==> src/rtl/seg_display_ctrl.sv <==
// Two 16-bit counts to BCD (sequential double-dabble) driving an 8-digit
// multiplexed active-low 7-segment display, plus an egg-break status LED.
module seg_display_ctrl #(
  parameter int unsigned SCAN_DIV = 100000,
  parameter bit          LZB      = 1'b1
) (
  input  logic        clk,
  input  logic        rst_n,
  input  logic [15:0] toss_cnt,
  input  logic [15:0] egg_cnt,
  input  logic [15:0] is_egg_break,
  output logic [7:0]  an,
  output logic [6:0]  seg,
  output logic        dp,
  output logic        egg_led,
  output logic        conv_busy
);

  localparam int unsigned BIN_W = 16;
  localparam int unsigned BCD_W = 20;
  localparam int unsigned SH_W  = BIN_W + BCD_W;
  localparam int unsigned CNT_W = $clog2(SCAN_DIV);
  localparam int unsigned ITR_W = 5;

  typedef enum logic [1:0] {S_IDLE, S_SHIFT, S_DONE} state_t;

  state_t             r_state, w_next;
  logic [BIN_W-1:0]   r_snap_toss, r_snap_egg;
  logic [SH_W-1:0]    r_sh_toss, r_sh_egg;
  logic [ITR_W-1:0]   r_iter;
  logic [15:0]        r_disp_toss, r_disp_egg;
  logic               r_ovf_toss, r_ovf_egg;
  logic               r_busy;
  logic [CNT_W-1:0]   r_scan_cnt;
  logic [2:0]         r_digit;
  logic [7:0]         r_an;
  logic [6:0]         r_seg;
  logic               r_dp, r_led;
  logic               w_changed;
  logic [15:0]        w_grp;
  logic [1:0]         w_pos;
  logic [3:0]         w_nib;
  logic               w_blank;
  logic [7:0]         w_an;
  logic [6:0]         w_seg;
  logic               w_dp;

  // One double-dabble step: correct BCD nibbles >= 5, then shift left.
  function automatic logic [SH_W-1:0] dd_step(input logic [SH_W-1:0] v);
    logic [SH_W-1:0] t;
    t = v;
    for (int i = 0; i < 5; i++) begin
      if (t[BIN_W + 4*i +: 4] >= 4'd5) t[BIN_W + 4*i +: 4] = t[BIN_W + 4*i +: 4] + 4'd3;
    end
    return {t[SH_W-2:0], 1'b0};
  endfunction

  function automatic logic [15:0] clamp(input logic [BCD_W-1:0] b);
    return (b[19:16] != 4'd0) ? 16'h9999 : b[15:0];
  endfunction

  function automatic logic [6:0] seg_enc(input logic [3:0] d);
    logic [6:0] s;
    case (d)
      4'd0: s = 7'h40;
      4'd1: s = 7'h79;
      4'd2: s = 7'h24;
      4'd3: s = 7'h30;
      4'd4: s = 7'h19;
      4'd5: s = 7'h12;
      4'd6: s = 7'h02;
      4'd7: s = 7'h78;
      4'd8: s = 7'h00;
      4'd9: s = 7'h10;
      default: s = 7'h7F;
    endcase
    return s;
  endfunction

  assign w_changed = ({toss_cnt, egg_cnt} != {r_snap_toss, r_snap_egg});

  always_ff @(posedge clk or negedge rst_n) begin
    if (!rst_n) begin
      r_state <= S_IDLE;
      r_busy  <= 1'b0;
    end else begin
      r_state <= w_next;
      r_busy  <= (w_next != S_IDLE);
    end
  end

  always_comb begin
    w_next = r_state;
    case (r_state)
      S_IDLE:  if (w_changed) w_next = S_SHIFT;
      S_SHIFT: if (r_iter == ITR_W'(1)) w_next = S_DONE;
      S_DONE:  w_next = S_IDLE;
      default: w_next = S_IDLE;
    endcase
  end

  // Converter datapath; both groups commit together in DONE so updates never tear.
  always_ff @(posedge clk or negedge rst_n) begin
    if (!rst_n) begin
      r_snap_toss <= '0;
      r_snap_egg  <= '0;
      r_sh_toss   <= '0;
      r_sh_egg    <= '0;
      r_iter      <= '0;
      r_disp_toss <= '0;
      r_disp_egg  <= '0;
      r_ovf_toss  <= 1'b0;
      r_ovf_egg   <= 1'b0;
    end else begin
      case (r_state)
        S_IDLE: if (w_changed) begin
          r_snap_toss <= toss_cnt;
          r_snap_egg  <= egg_cnt;
          r_sh_toss   <= SH_W'(toss_cnt);
          r_sh_egg    <= SH_W'(egg_cnt);
          r_iter      <= ITR_W'(BIN_W);
        end
        S_SHIFT: begin
          r_sh_toss <= dd_step(r_sh_toss);
          r_sh_egg  <= dd_step(r_sh_egg);
          r_iter    <= r_iter - ITR_W'(1);
        end
        S_DONE: begin
          r_disp_toss <= clamp(r_sh_toss[SH_W-1 -: BCD_W]);
          r_disp_egg  <= clamp(r_sh_egg[SH_W-1 -: BCD_W]);
          r_ovf_toss  <= (r_sh_toss[SH_W-1 -: 4] != 4'd0);
          r_ovf_egg   <= (r_sh_egg[SH_W-1 -: 4] != 4'd0);
        end
        default: ;
      endcase
    end
  end

  always_ff @(posedge clk or negedge rst_n) begin
    if (!rst_n) begin
      r_scan_cnt <= '0;
      r_digit    <= '0;
    end else if (r_scan_cnt == CNT_W'(SCAN_DIV - 1)) begin
      r_scan_cnt <= '0;
      r_digit    <= r_digit + 3'd1;
    end else begin
      r_scan_cnt <= r_scan_cnt + CNT_W'(1);
    end
  end

  // Active digit decode with per-group leading-zero blanking.
  always_comb begin
    w_grp   = r_digit[2] ? r_disp_toss : r_disp_egg;
    w_pos   = r_digit[1:0];
    w_nib   = w_grp[{w_pos, 2'b00} +: 4];
    w_blank = 1'b0;
    if (LZB) begin
      case (w_pos)
        2'd3:    w_blank = (w_grp[15:12] == 4'd0);
        2'd2:    w_blank = (w_grp[15:8]  == 8'd0);
        2'd1:    w_blank = (w_grp[15:4]  == 12'd0);
        default: w_blank = 1'b0;
      endcase
    end
    w_seg = w_blank ? 7'h7F : seg_enc(w_nib);
    w_dp  = !(((r_digit == 3'd7) && r_ovf_toss) || ((r_digit == 3'd3) && r_ovf_egg));
    w_an  = ~(8'b1 << r_digit);
  end

  always_ff @(posedge clk or negedge rst_n) begin
    if (!rst_n) begin
      r_an  <= 8'hFF;
      r_seg <= 7'h7F;
      r_dp  <= 1'b1;
      r_led <= 1'b0;
    end else begin
      r_an  <= w_an;
      r_seg <= w_seg;
      r_dp  <= w_dp;
      r_led <= (is_egg_break != 16'd0);
    end
  end

  assign an        = r_an;
  assign seg       = r_seg;
  assign dp        = r_dp;
  assign egg_led   = r_led;
  assign conv_busy = r_busy;

endmodule

==> config.mk <==
export PLATFORM = sky130hd
export DESIGN_NAME = seg_display_ctrl
export DESIGN_NICKNAME = d
export VERILOG_FILES = /design/src/rtl/seg_display_ctrl.sv
export SDC_FILE = /design/constraint.sdc
export NUM_CORES = 1
export LEC_CHECK = 0
export BUFFER_PORTS_ARGS = -buffer_cell sky130_fd_sc_hd__clkbuf_2
export CORE_MARGIN = 4
export CORE_UTILIZATION = 25
export DETAILED_ROUTE_END_ITERATION = 16
export SLEW_MARGIN = 20
export SYNTH_ARGS = -nofsm -noshare
export SYNTH_HDL_FRONTEND = slang
export SYNTH_SLANG_ARGS = --single-unit
==> constraint.sdc <==
create_clock -name clk -period 5 [get_ports clk]
set_input_delay 1 -clock clk [delete_from_list [all_inputs] [get_ports clk]]
set_output_delay 1 -clock clk [all_outputs]
set_load 0.01 [all_outputs]
After elaboration in Yosys (flattened, before gate mapping)
Memories as Yosys holds them, arrays and structs flattened.
Index checks and enable logic that the tools add are counted.
{ "totals": {"in_bits": 50, "rom_bits": 112, "n_memories": 1, "word_cells": 95, "register_bits": 183} }
{ "classes": {"order_cmp": 10, "n_reduce_logical": 15, "muxes": 25, "shift": 2, "n_addsub": 13, "bitwise_logic": 1, "eq_ne": 11} }
{ "mem_list": {"columns": ["name", "words", "width", "rd", "rd_clocked_by_memory_dff", "wr", "line_no", "rtl"], "rows": [
  ["(no name shown)", 16, 7, 1, 0, 0, "64", "case (d)"]
]} }
{ "op_table": {"columns": ["cell", "n"], "rows": [
  ["$pmux 36 s2", 2],
  ["$mux 36", 2],
  ["$mux 16", 3],
  ["$ge 4x3->1 const B", 10],
  ["$add 4x2->4 const B", 8],
  ["$mux 4", 8],
  ["$ne 32x32->1", 1],
  ["$add 17x1->17 const B", 1],
  ["$eq 17x17->1 const B", 1],
  ["$mux 17", 1],
  ["$reduce_bool 16->1", 1],
  ["$shiftx 16x5->4", 1],
  ["$logic_not 12->1", 1],
  ["$pmux 5 s2", 1],
  ["$logic_not 8->1", 1],
  ["$not 8->8", 1],
  ["$reduce_bool 4->1", 2],
  ["$shl 1x3->8 const A", 1],
  ["$mux 7", 1],
  ["$add 3x2->3 const B", 2],
  ["$eq 2x2->1 const B", 3],
  ["$mux 3", 2],
  ["$eq 5x1->1 const B", 1],
  ["$mux 5", 1],
  ["16 further kinds", 21]
]} }

Longest topological paths before layout
Gate-level depths: netlist (run 1).
{ "depth": {"ltp_word": 4, "ltp_mapped": 10, "mapped_depth_nobuf": 8} }

Worst setup path before layout (run 1)
Ideal clock, no wire load.
{ "synth_timing": {"path_type": "input port to flip-flop", "startpoint": "input port toss_cnt[9]", "endpoint": "register r_sh_toss[10]", "t_arrival_ns": 2.461, "n_path_buf": 3, "t_required_ns": 4.874, "stages": 8, "setup_slack_ns": 2.413, "setup_ns": 0.126, "cell_sequence": "xor2_1 -> nor4_1 -> nand4_1 -> o21a_1 -> buf_6 -> buf_6 -> buf_6 -> a221o_1"} }
{ "synth_between": {"elab_chain_cells": 3} }
{ "synth_rtl": {"columns": ["element", "line_no", "rtl"], "rows": [
  ["start, declared", "9", "input logic [15:0] toss_cnt,"],
  ["$ne 32x32->1", "80", "assign w_changed = ({toss_cnt, egg_cnt} != {r_snap_toss, r_snap_egg});"],
  ["$ne 2x2->1 (no line)", null, null],
  ["$reduce_and 2->1 (no line)", null, null],
  ["end signal, assigned", "119", "r_sh_toss <= SH_W'(toss_cnt);"],
  ["end signal, assigned", "124", "r_sh_toss <= dd_step(r_sh_toss);"],
  ["end, declared", "29", "logic [SH_W-1:0] r_sh_toss, r_sh_egg;"]
]} }
Every way passes these cells.
A chain may end at the register's enable or synchronous reset.

Final worst setup path (run 1)
{ "layout_timing": {"startpoint": "input port egg_cnt[5]", "endpoint": "register r_snap_egg[1]"} }
{ "layout_between": {"elab_chain_cells": 2} }
{ "layout_rtl": {"columns": ["element", "line_no", "rtl"], "rows": [
  ["start, declared", "10", "input logic [15:0] egg_cnt,"],
  ["$ne 32x32->1", "80", null],
  ["$reduce_and 2->1 (no line)", null, null],
  ["end signal, assigned", "118", "r_snap_egg <= egg_cnt;"],
  ["end, declared", "28", "logic [BIN_W-1:0] r_snap_toss, r_snap_egg;"]
]} }
Every way passes these cells.

==> impl_metrics.ini, run 1 <==
[cells_and_area]
final_common_cell = sky130_fd_sc_hd__dfrtp_1
layout.nets = 983
area.sequential_um2 = 4600
drive_gt1_share_pct = 18.8
stdcell_count = 1370
syn2layout_area_growth_pct = 16.3
fill_cells = 3696
finalCoreUtilization_pct = 29.4
antenna-diode-count = 0
layout.cells.most_common_list = sky130_fd_sc_hd__dfrtp_1, sky130_fd_sc_hd__nand2_1, sky130_fd_sc_hd__clkbuf_2
multi_input_area_um2 = 4110

[setup_path]
r2r_end = r_sh_egg[7]
critPathMaxFanout = 75
arrival_ps = 3360
timing.critical_path.cells = clkbuf_2, xor2_1, nor4_1, nand4_1, o21a_4, buf_4, mux2_2
worstReg2RegStart = r_snap_toss[9]
timing.setup.critical_path_class = in2reg
r2r_setup_slack_ps = 2240
cp_slowest_cell = sky130_fd_sc_hd__o21a_4
max_stage_delay_ps = 790
setup.worst_path.end_class = register
critical_path.top_delay_family = compound AO/OA/AOI/OAI gates
r2r.worst_path.cells = 6
setup.worst_path.start_class = primary input
critPathRequiredTime_ps = 5320
crit_start = egg_cnt[5]
crit_buf_inv = 2

[clock_tree]
cts_tree = done
hold_buffers = 0
cts.clk_slew.worst_paths_ps = 70
clock_latency_ps = 440
tritoncts_num_sinks = 183
cts_setup_buffers = 0
numCtsBuffers = 17
cts.root.buffer_cell = sky130_fd_sc_hd__clkbuf_16
cts_max_path_buffers = 2
post_cts_resized = 0
cts_max_level = 4

[synthesis]
syn_nets = 930
synthesis.yosys.warnings = 0
synth-async-reset-ratio_pct = 100
post_synth_inst_count = 843
synth-edff-count = 0
postSynth.topFlopCell = sky130_fd_sc_hd__dfrtp_1
netlist-cell-type-count = 47
syn_avg_cell_area_um2 = 10.7
seq_area_frac_synth_pct = 51.1
synthesis.area_um2 = 9010
ys_seq_elements = 183

[power_and_ir_drop]
vdd_ir_drop_max_v = 0.000238
total_leakage_power_nw = 4.51
p_sw_mw = 0.976
share_clk_of_total_power_pct = 40.1
switching_share_pct = 25.8
power.density_nw_per_um2 = 361
internal_power_mw = 2.80
power.combinational.fraction_pct = 12.9
sequentialPowerShare_pct = 47.0

[run]
max_cap_viol_count = 0

[place]
dp.final_hpwl_um = 12500
placed_cells = 1338
io_buffer_count = 67
gp_congestion = 0.754

[die]
coreArea_um2 = 35600
dieHeight_um = 198
die_w_um = 198
row_count = 69
floorplan.initialDensity_pct = 25.3
top_level_ports = 68
design.die.area_um2 = 39100

[routing]
number_of_drc_markers_after_the_initial_detailed_route_iteration = 364
routed-wl-met3_um = 933
ant_nets = 0
routed_wire_length_per_instance_um = 13.8
drt-vias-per-instance = 4.60
met2WireLength_um = 8200
routed-via-count = 6304
drt-met1-wl_um = 9490
routed_wirelength_um = 18900
drt_pre_antenna_iters = 4
drc = 0
dr.max_layer_used = met4

[run_status]
outcome = completed

[sta]
hold_viol = 0
finalWorstPathRequiredPeriod_ps = 3040
report.final.setup_viol = 0
fin_worst_skew_ps = 10.1
fin_tns_setup_ps = 0
timing.hold.ws_ps = 438
final.period_utilization_pct = 60.8
worst-slew-pin-transition_ps = 960
setup_repair_after_global_routing_missed_its_margin = false
fmaxAchievable_ghz = 0.329
timing_max_transition_violations_final = 0
relSlewSlack_pct = 35.7

[hold_path]
worstHoldEndpoint = dp
worst_hold_path_type = reg2reg
timing.hold.worst_path_depth = 1
holdCritStartpoint = r_ovf_egg

[grt]
pin_count_of_the_biggest_net_entering_global_routing = 117
grt_pass1_vias = 6235
grt.total_usage_pct = 9.99
grt_pass1_wl_um = 32300
antenna_found_initial = 0
gr-total-overflow = 0
-- worst max-delay path by stage --
| stage | end | slack (ps) | depth (start not counted) |
|---|---|---|---|
| floorplan | r_sh_toss[10] | 2410 | 8 |
| global placement | r_snap_egg[1] | 1560 | 7 |
| detailed placement | r_snap_egg[1] | 1510 | 7 |
| CTS | r_snap_egg[1] | 1970 | 7 |
| global route | r_snap_egg[1] | 1820 | 7 |
| finish | r_snap_egg[1] | 1960 | 7 |
-- through the flow --
step | power, mW | area (um^2) | setup slack [ps]
3_5_place_dp | 2.30 | 9810 | 1510
2_1_floorplan | 2.11 | 9010 | 2410
4_1_cts | 3.83 | 10500 | 1970
6_report | 3.78 | 10500 | 1960
3_3_place_gp | 2.29 | 9810 | 1560
5_1_grt | 3.98 | 10500 | 1820
-- cell type report --
type	instances	area share, %
flip-flops and latches	183	43.9
multi-input cells	586	39.2
well taps	461	5.51
clock buffers	17	4.06
repair buffers	75	3.86
clock inverters	15	2.25
inverters	33	1.18
-- power by group through the flow --
| stage | logic (mW) | registers [mW] | clock network [mW] |
|---|---|---|---|
| 6_report | 0.486 | 1.78 | 1.51 |
| 2_1_floorplan | 0.332 | 1.77 | 0 |
| 5_1_grt | 0.565 | 1.80 | 1.62 |
| 4_1_cts | 0.492 | 1.78 | 1.56 |
| 3_5_place_dp | 0.490 | 1.81 | 0 |
| 3_3_place_gp | 0.485 | 1.80 | 0 |
-- cell families after synthesis --
| logic type | count (synthesis) | synth area share (%) |
|---|---|---|
| buffers and inverters | 74 | 3.56 |
| AND/OR/NAND/NOR | 279 | 15.0 |
| multiplexers | 48 | 7.07 |
| flip-flops | 183 | 51.1 |
| adder cells (fa/ha/maj) | 37 | 5.14 |
| XOR/XNOR | 67 | 6.51 |
| AO/OA/AOI/OAI | 155 | 11.7 |
-- worst reg2reg max path, delay by kind of cell (launching register included) --
kind | cells | cell delay [ps]
and+or+nand+nor | 2 | 680
AOI/OAI and AO/OA | 2 | 990
xor gates and xnor gates | 1 | 160
buffers and inverters | 1 | 410
DFF | 1 | 390
-- sequential cells by signal, summed over array words and instances (netlist names), 2 cells and up --
name,flops
an,8
r_scan_cnt,17
r_sh_toss,36
r_snap_egg,16
r_digit,3
r_disp_egg,16
r_iter,5
r_state,2
r_sh_egg,36
seg,7
r_snap_toss,16
r_disp_toss,16
-- Yosys cell counts, types with 6 or more instances --
master	number	area share [%]
sky130_fd_sc_hd__a21oi_1	42	2.3
sky130_fd_sc_hd__a221o_1	30	3.3
sky130_fd_sc_hd__a31oi_1	10	0.69
sky130_fd_sc_hd__and2_1	31	2.2
sky130_fd_sc_hd__buf_2	7	0.39
sky130_fd_sc_hd__clkbuf_1	28	1.2
sky130_fd_sc_hd__dfrtp_1	167	46
sky130_fd_sc_hd__dfstp_2	16	4.7
sky130_fd_sc_hd__ha_1	37	5.1
sky130_fd_sc_hd__inv_1	32	1.3
sky130_fd_sc_hd__mux2_2	35	4.4
sky130_fd_sc_hd__mux4_2	8	2.0
sky130_fd_sc_hd__nand2_1	125	5.2
sky130_fd_sc_hd__nand2b_1	12	0.83
sky130_fd_sc_hd__nand3_1	22	1.2
sky130_fd_sc_hd__nand4_1	6	0.42
sky130_fd_sc_hd__nor2_1	34	1.4
sky130_fd_sc_hd__nor3_1	8	0.44
sky130_fd_sc_hd__nor4_1	14	0.97
sky130_fd_sc_hd__nor4b_1	11	1.1
sky130_fd_sc_hd__o211ai_1	10	0.83
sky130_fd_sc_hd__o21ai_0	24	1.3
sky130_fd_sc_hd__o22ai_1	23	1.6
sky130_fd_sc_hd__o32ai_1	6	0.58
sky130_fd_sc_hd__xnor2_1	21	2.0
sky130_fd_sc_hd__xor2_1	46	4.5
-- per-layer routing --
layer | vias up | GRT usage [%]
li1 | 3068 | -
met1 | 3088 | 14.6
met2 | 129 | 14.6
met3 | 19 | 2.64
met4 | 0 | 2.78
met5 | - | 0
(Power assumes the default switching activity.)
==> run 2: changes to the inputs <==
clock period = 2.9 ns   (was 5 ns; I/O delays follow)
==> run 2 against run 1 <==
Compared with the run above: sequential power increased by 72%; register-to-register slack got worse by 1900 ps; non-clock buffer count increased by 11; utilization increased by 0.25 points; critical path depth unchanged; combinational power increased by 79%; power increased by 70%; via count increased by 1.1%; global-route usage increased by 0.12 points; final cell count increased by 0.80%; largest cell class unchanged; largest power group unchanged.
==> impl_metrics.ini, run 2 (same netlist as run 1, synthesis figures left out) <==
[setup_path]
timing.critical_path.cells = mux4_2, mux2i_1, inv_1, ha_1, mux2_2, nand2_1, nand3_1
setup.worst_path.end_class = register
cp_slowest_cell = sky130_fd_sc_hd__dfrtp_1
r2r_end = seg[0]
setup.worst_path.start_class = register
r2r_setup_slack_ps = 370
arrival_ps = 2880
critPathRequiredTime_ps = 3250
r2r.worst_path.cells = 7
worstReg2RegStart = r_digit[2]
max_stage_delay_ps = 700
timing.setup.critical_path_class = reg2reg
critPathMaxFanout = 11

[cells_and_area]
fill_cells = 3667
layout.cells.most_common_list = sky130_fd_sc_hd__dfrtp_1, sky130_fd_sc_hd__nand2_1, sky130_fd_sc_hd__clkbuf_2
syn2layout_area_growth_pct = 17.2
drive_gt1_share_pct = 19.8
antenna-diode-count = 0
final_common_cell = sky130_fd_sc_hd__dfrtp_1
finalCoreUtilization_pct = 29.7
largest_registers = r_sh_egg x36, r_sh_toss x36, r_scan_cnt x17
layout.nets = 994

[run_status]
outcome = completed

[power_and_ir_drop]
power.density_nw_per_um2 = 608
total_leakage_power_nw = 4.56
post-layout-total-power_mw = 6.42
vdd_ir_drop_max_v = 0.000471

[die]
coreArea_um2 = 35600
floorplan.initialDensity_pct = 25.3
design.die.area_um2 = 39100
dieHeight_um = 198
row_count = 69
top_level_ports = 68
die_w_um = 198

[sta]
report.final.setup_viol = 0
timing_max_transition_violations_final = 0
fin_worst_skew_ps = 8.33
worst-slew-pin-transition_ps = 870
fin_tns_setup_ps = 0
final.period_utilization_pct = 87.2
finalWorstPathRequiredPeriod_ps = 2530
relSlewSlack_pct = 42.0
fmaxAchievable_ghz = 0.395
setup_repair_after_global_routing_missed_its_margin = false
hold_viol = 0

[clock_tree]
cts.clk_slew.worst_paths_ps = 70
hold_buffers = 0
cts_max_path_buffers = 2
cts_max_level = 4
tritoncts_num_sinks = 183
cts.root.buffer_cell = sky130_fd_sc_hd__clkbuf_16
numCtsBuffers = 17
cts_tree = done
post_cts_resized = 0
cts_setup_buffers = 0
clock_latency_ps = 440

[routing]
drc = 0
drt_pre_antenna_iters = 5
ant_nets = 0
routed_wirelength_um = 18900
drt-vias-per-instance = 4.61
routed_wire_length_per_instance_um = 13.7
routed-via-count = 6372
number_of_drc_markers_after_the_initial_detailed_route_iteration = 445

[grt]
grt.total_usage_pct = 10.1
gr-total-overflow = 0
grt_pass1_vias = 6401
pin_count_of_the_biggest_net_entering_global_routing = 77
grt_pass1_wl_um = 32700
antenna_found_initial = 1

[place]
io_buffer_count = 67
gp_congestion = 0.775
dp.final_hpwl_um = 12800

[run]
max_cap_viol_count = 0

[hold_path]
worst_hold_path_type = in2async
run 2: final cells by class:
cell class	count	area (um^2)	share of cell area [%]
inverters	33	124	1.17
clock inverters	14	189	1.79
clock buffers	18	439	4.16
flip-flops and latches	183	4600	43.5
repair buffers	86	524	4.96
well taps	461	577	5.46
multi-input cells	586	4110	38.9
run 2: worst max-delay path by stage:
| stage | depth (start not counted) | startpoint | slack, ps | to |
|---|---|---|---|---|
| floorplan | 9 | r_digit[2] | 720 | seg[0] |
| global placement | 7 | egg_cnt[7] | 280 | r_sh_toss[16] |
| detailed placement | 7 | egg_cnt[7] | 290 | r_sh_toss[16] |
| CTS | 7 | r_digit[2] | 340 | seg[0] |
| global route | 7 | r_digit[2] | 190 | seg[0] |
| finish | 7 | r_digit[2] | 370 | seg[0] |
run 2: report_power, final:
| group | internal (mW) | leakage (nW) | switching [mW] |
|---|---|---|---|
| combinational | 0.428 | 1.99 | 0.442 |
| sequential | 2.86 | 2.27 | 0.195 |
| clock | 1.41 | 0.308 | 1.08 |
| total | 4.70 | 4.56 | 1.72 |
run 2: per-stage QoR:
| step | std cells | instance area, um^2 | hold WS (ps) | setup WS (ps) |
|---|---|---|---|---|
| floorplan | 843 | 9010 | 284 | 722 |
| global placement | 1349 | 9930 | 407 | 282 |
| detailed placement | 1349 | 9930 | 417 | 294 |
| CTS | 1381 | 10600 | 181 | 337 |
| global route | 1381 | 10600 | 198 | 190 |
| finish | 1381 | 10600 | 155 | 371 |
run 2: per-layer routing:
layer / up-vias / track usage, % / share of wire [%]
met5: - / 0 / 0.069
met4: 2 / 2.81 / 1.1
met3: 21 / 3.13 / 5.8
met2: 134 / 14.1 / 42
met1: 3125 / 15.1 / 51
li1: 3090 / - / -
run 2: critical path, delay by kind of cell (launching register included):
kind | cells | cell delay, ps
AND/OR/NAND/NOR | 2 | 150
flip-flops | 1 | 700
buffers and inverters | 1 | 150
adder cells (fa/ha/maj) | 1 | 220
multiplexers | 3 | 1220
==> run 3: changes to the inputs <==
ABC_AREA = 1   (was unset)
CORE_UTILIZATION = 42   (was 25)
SETUP_SLACK_MARGIN = 0.3   (was unset)
==> run 3 against run 2 <==
Compared with the run above: die area is 35% lower; hold slack better by 8.7 ps; setup slack better by 350 ps; sequential power is 3% higher; clock skew is 0.52 ps higher; area after synthesis is 7.0% higher; clock power is 4% lower; critical path type unchanged; highest routed layer is now met4.
==> impl_metrics.ini, run 3 <==
[power_and_ir_drop]
power.density_nw_per_um2 = 632
post-layout-total-power_mw = 6.82
total_leakage_power_nw = 5.71
vdd_ir_drop_max_v = 0.000283

[die]
row_count = 55
coreArea_um2 = 22600
top_level_ports = 68
dieHeight_um = 159
floorplan.initialDensity_pct = 42.6
die_w_um = 159
design.die.area_um2 = 25400

[routing]
routed_wirelength_um = 20100
routed-via-count = 7794
drt_pre_antenna_iters = 5
drc = 0
number_of_drc_markers_after_the_initial_detailed_route_iteration = 507
ant_nets = 0
drt-vias-per-instance = 4.94
routed_wire_length_per_instance_um = 12.7

[place]
dp.final_hpwl_um = 13400
gp_congestion = 0.891
io_buffer_count = 67
placed_cells = 1547
detailedPlace.worstSlack_ps = 408

[synthesis]
synth.top_cells.by_area = sky130_fd_sc_hd__dfrtp_1, sky130_fd_sc_hd__nand2_1, sky130_fd_sc_hd__o21ai_0
synth-async-reset-ratio_pct = 100
synth.top_cells.by_count = sky130_fd_sc_hd__nand2_1, sky130_fd_sc_hd__dfrtp_1, sky130_fd_sc_hd__o21ai_0, sky130_fd_sc_hd__inv_1, sky130_fd_sc_hd__nand3_1
post-synth-top-count-cell = sky130_fd_sc_hd__nand2_1
synth_xor_xnor_area_share_pct = 3.54
synth_fa_ha_area_share_pct = 4.80
combinational_family_with_the_most_area_after_synthesis = simple AND/OR/NAND/NOR gates
syn_nets = 1320
seq_area_frac_synth_pct = 47.7
synth-edff-count = 0
postSynth.topFlopCell = sky130_fd_sc_hd__dfrtp_1
synthesis.yosys.warnings = 0
synth_simple_gate_area_share_pct = 25.0
synth_compound_area_share_pct = 10.3
synthesis.area_um2 = 9640
syn_avg_cell_area_um2 = 7.82
netlist-cell-type-count = 31
post_synth_inst_count = 1233
synthMuxAreaShare_pct = 0
yosysTopAreaCell = sky130_fd_sc_hd__dfrtp_1
synthDominantCellAreaShare_pct = 43.4
ys_seq_elements = 183

[setup_path]
timing.critical_path.cells = inv_2, nand2_1, nand2_1, a21oi_1, o21ai_0, nand2_1, inv_1, ha_1, o21ai_0, nand2_1, nand3_1
critical-path-top-cell-by-count = sky130_fd_sc_hd__nand2_1
crit_buf_inv = 2
setup.worst_path.start_class = register
cp_slowest_cell = sky130_fd_sc_hd__dfrtp_2
timing.setup.critical_path_class = reg2reg
critical_path.top_delay_family = flip-flops
arrival_ps = 2540
max_stage_delay_ps = 630
critPathRequiredTime_ps = 3260
setup.worst_path.end_class = register
critPathMaxFanout = 25

[grt]
grt.total_usage_pct = 16.6
grt_pass1_vias = 7565
pin_count_of_the_biggest_net_entering_global_routing = 83
antenna_found_initial = 0
grt_pass1_wl_um = 35700
gr-total-overflow = 0

[clock_tree]
cts.clk_slew.worst_paths_ps = 70
tritoncts_num_sinks = 183
cts_max_level = 4
hold_buffers = 0
numCtsBuffers = 17
cts_tree = done
cts.root.buffer_cell = sky130_fd_sc_hd__clkbuf_16
clock_latency_ps = 440
cts_setup_buffers = 0
cts_max_path_buffers = 2
post_cts_resized = 0

[sta]
relSlewSlack_pct = 53.0
report.final.setup_viol = 0
hold_viol = 0
fmaxAchievable_ghz = 0.460
finalWorstPathRequiredPeriod_ps = 2170
final_critical_path_setup_slack_ps = 726
worst-slew-pin-transition_ps = 705
setup_repair_after_global_routing_missed_its_margin = false
timing_max_transition_violations_final = 0
timing.hold.ws_ps = 164
final.period_utilization_pct = 75.0
fin_worst_skew_ps = 8.84
fin_tns_setup_ps = 0

[cells_and_area]
largest_registers = r_sh_egg x36, r_sh_toss x36, r_scan_cnt x17
drive_gt1_share_pct = 11.1
stdcell_count = 1579
final_common_cell = sky130_fd_sc_hd__nand2_1
syn2layout_area_growth_pct = 11.9
antenna-diode-count = 0
layout.cells.most_common_list = sky130_fd_sc_hd__nand2_1, sky130_fd_sc_hd__dfrtp_1, sky130_fd_sc_hd__o21ai_0
layout.nets = 1368

[run]
max_cap_viol_count = 0

[hold_path]
worst_hold_path_type = in2async

[run_status]
outcome = completed
## run 3: path summary, 6_finish.rpt
kind | cells after the start | from | end | slack [ps]
hold reg to reg | 1 | r_scan_cnt[0] | r_scan_cnt[0] | 470
setup / recovery | 11 | r_digit[2] | seg[4] | 730
max in group asynchronous | 2 | rst_n | r_sh_egg[1] | 1940
min in group clk | 3 | is_egg_break[5] | egg_led | 350
hold / removal | 1 | rst_n | r_scan_cnt[13] | 160
setup reg to reg | 11 | r_digit[2] | seg[4] | 730
## run 3: kinds of logic after synthesis
family,after synthesis
simple gates,586
xor+xnor,39
compound gates,196
flops,183
buf+inv,192
fa+ha+maj,37
## run 3: report_power, final
| part | internal, mW | total (mW) | leakage [nW] | switching, mW |
|---|---|---|---|---|
| combinational | 0.508 | 1.29 | 3.16 | 0.780 |
| clock | 1.35 | 2.39 | 0.303 | 1.04 |
| sequential | 2.82 | 3.14 | 2.24 | 0.315 |
## run 3: layer usage
layer  GRT usage, %  part of all wire (%)  vias to the layer above
li1               -                     -                     4025
met1           22.6                    50                     3627
met2           26.7                    45                      126
met3           4.22                   4.0                       16
met4           3.79                   1.1                        0
met5              0                     0                        -
## run 3: final cells by class
class,count,area [um^2]
tap,285,357
multi-input combinational,858,4220
clock inverter,12,139
fill,2234,11900
sequential,183,4600
clock buffer,20,467
inverter,143,538
timing repair buffer,78,464
## run 3: per-stage QoR
step	util (%)	cell area (um^2)
floorplan	-	9640
global placement	44.9	10200
detailed placement	44.9	10200
CTS	47.6	10800
global route	47.6	10800
finish	47.6	10800
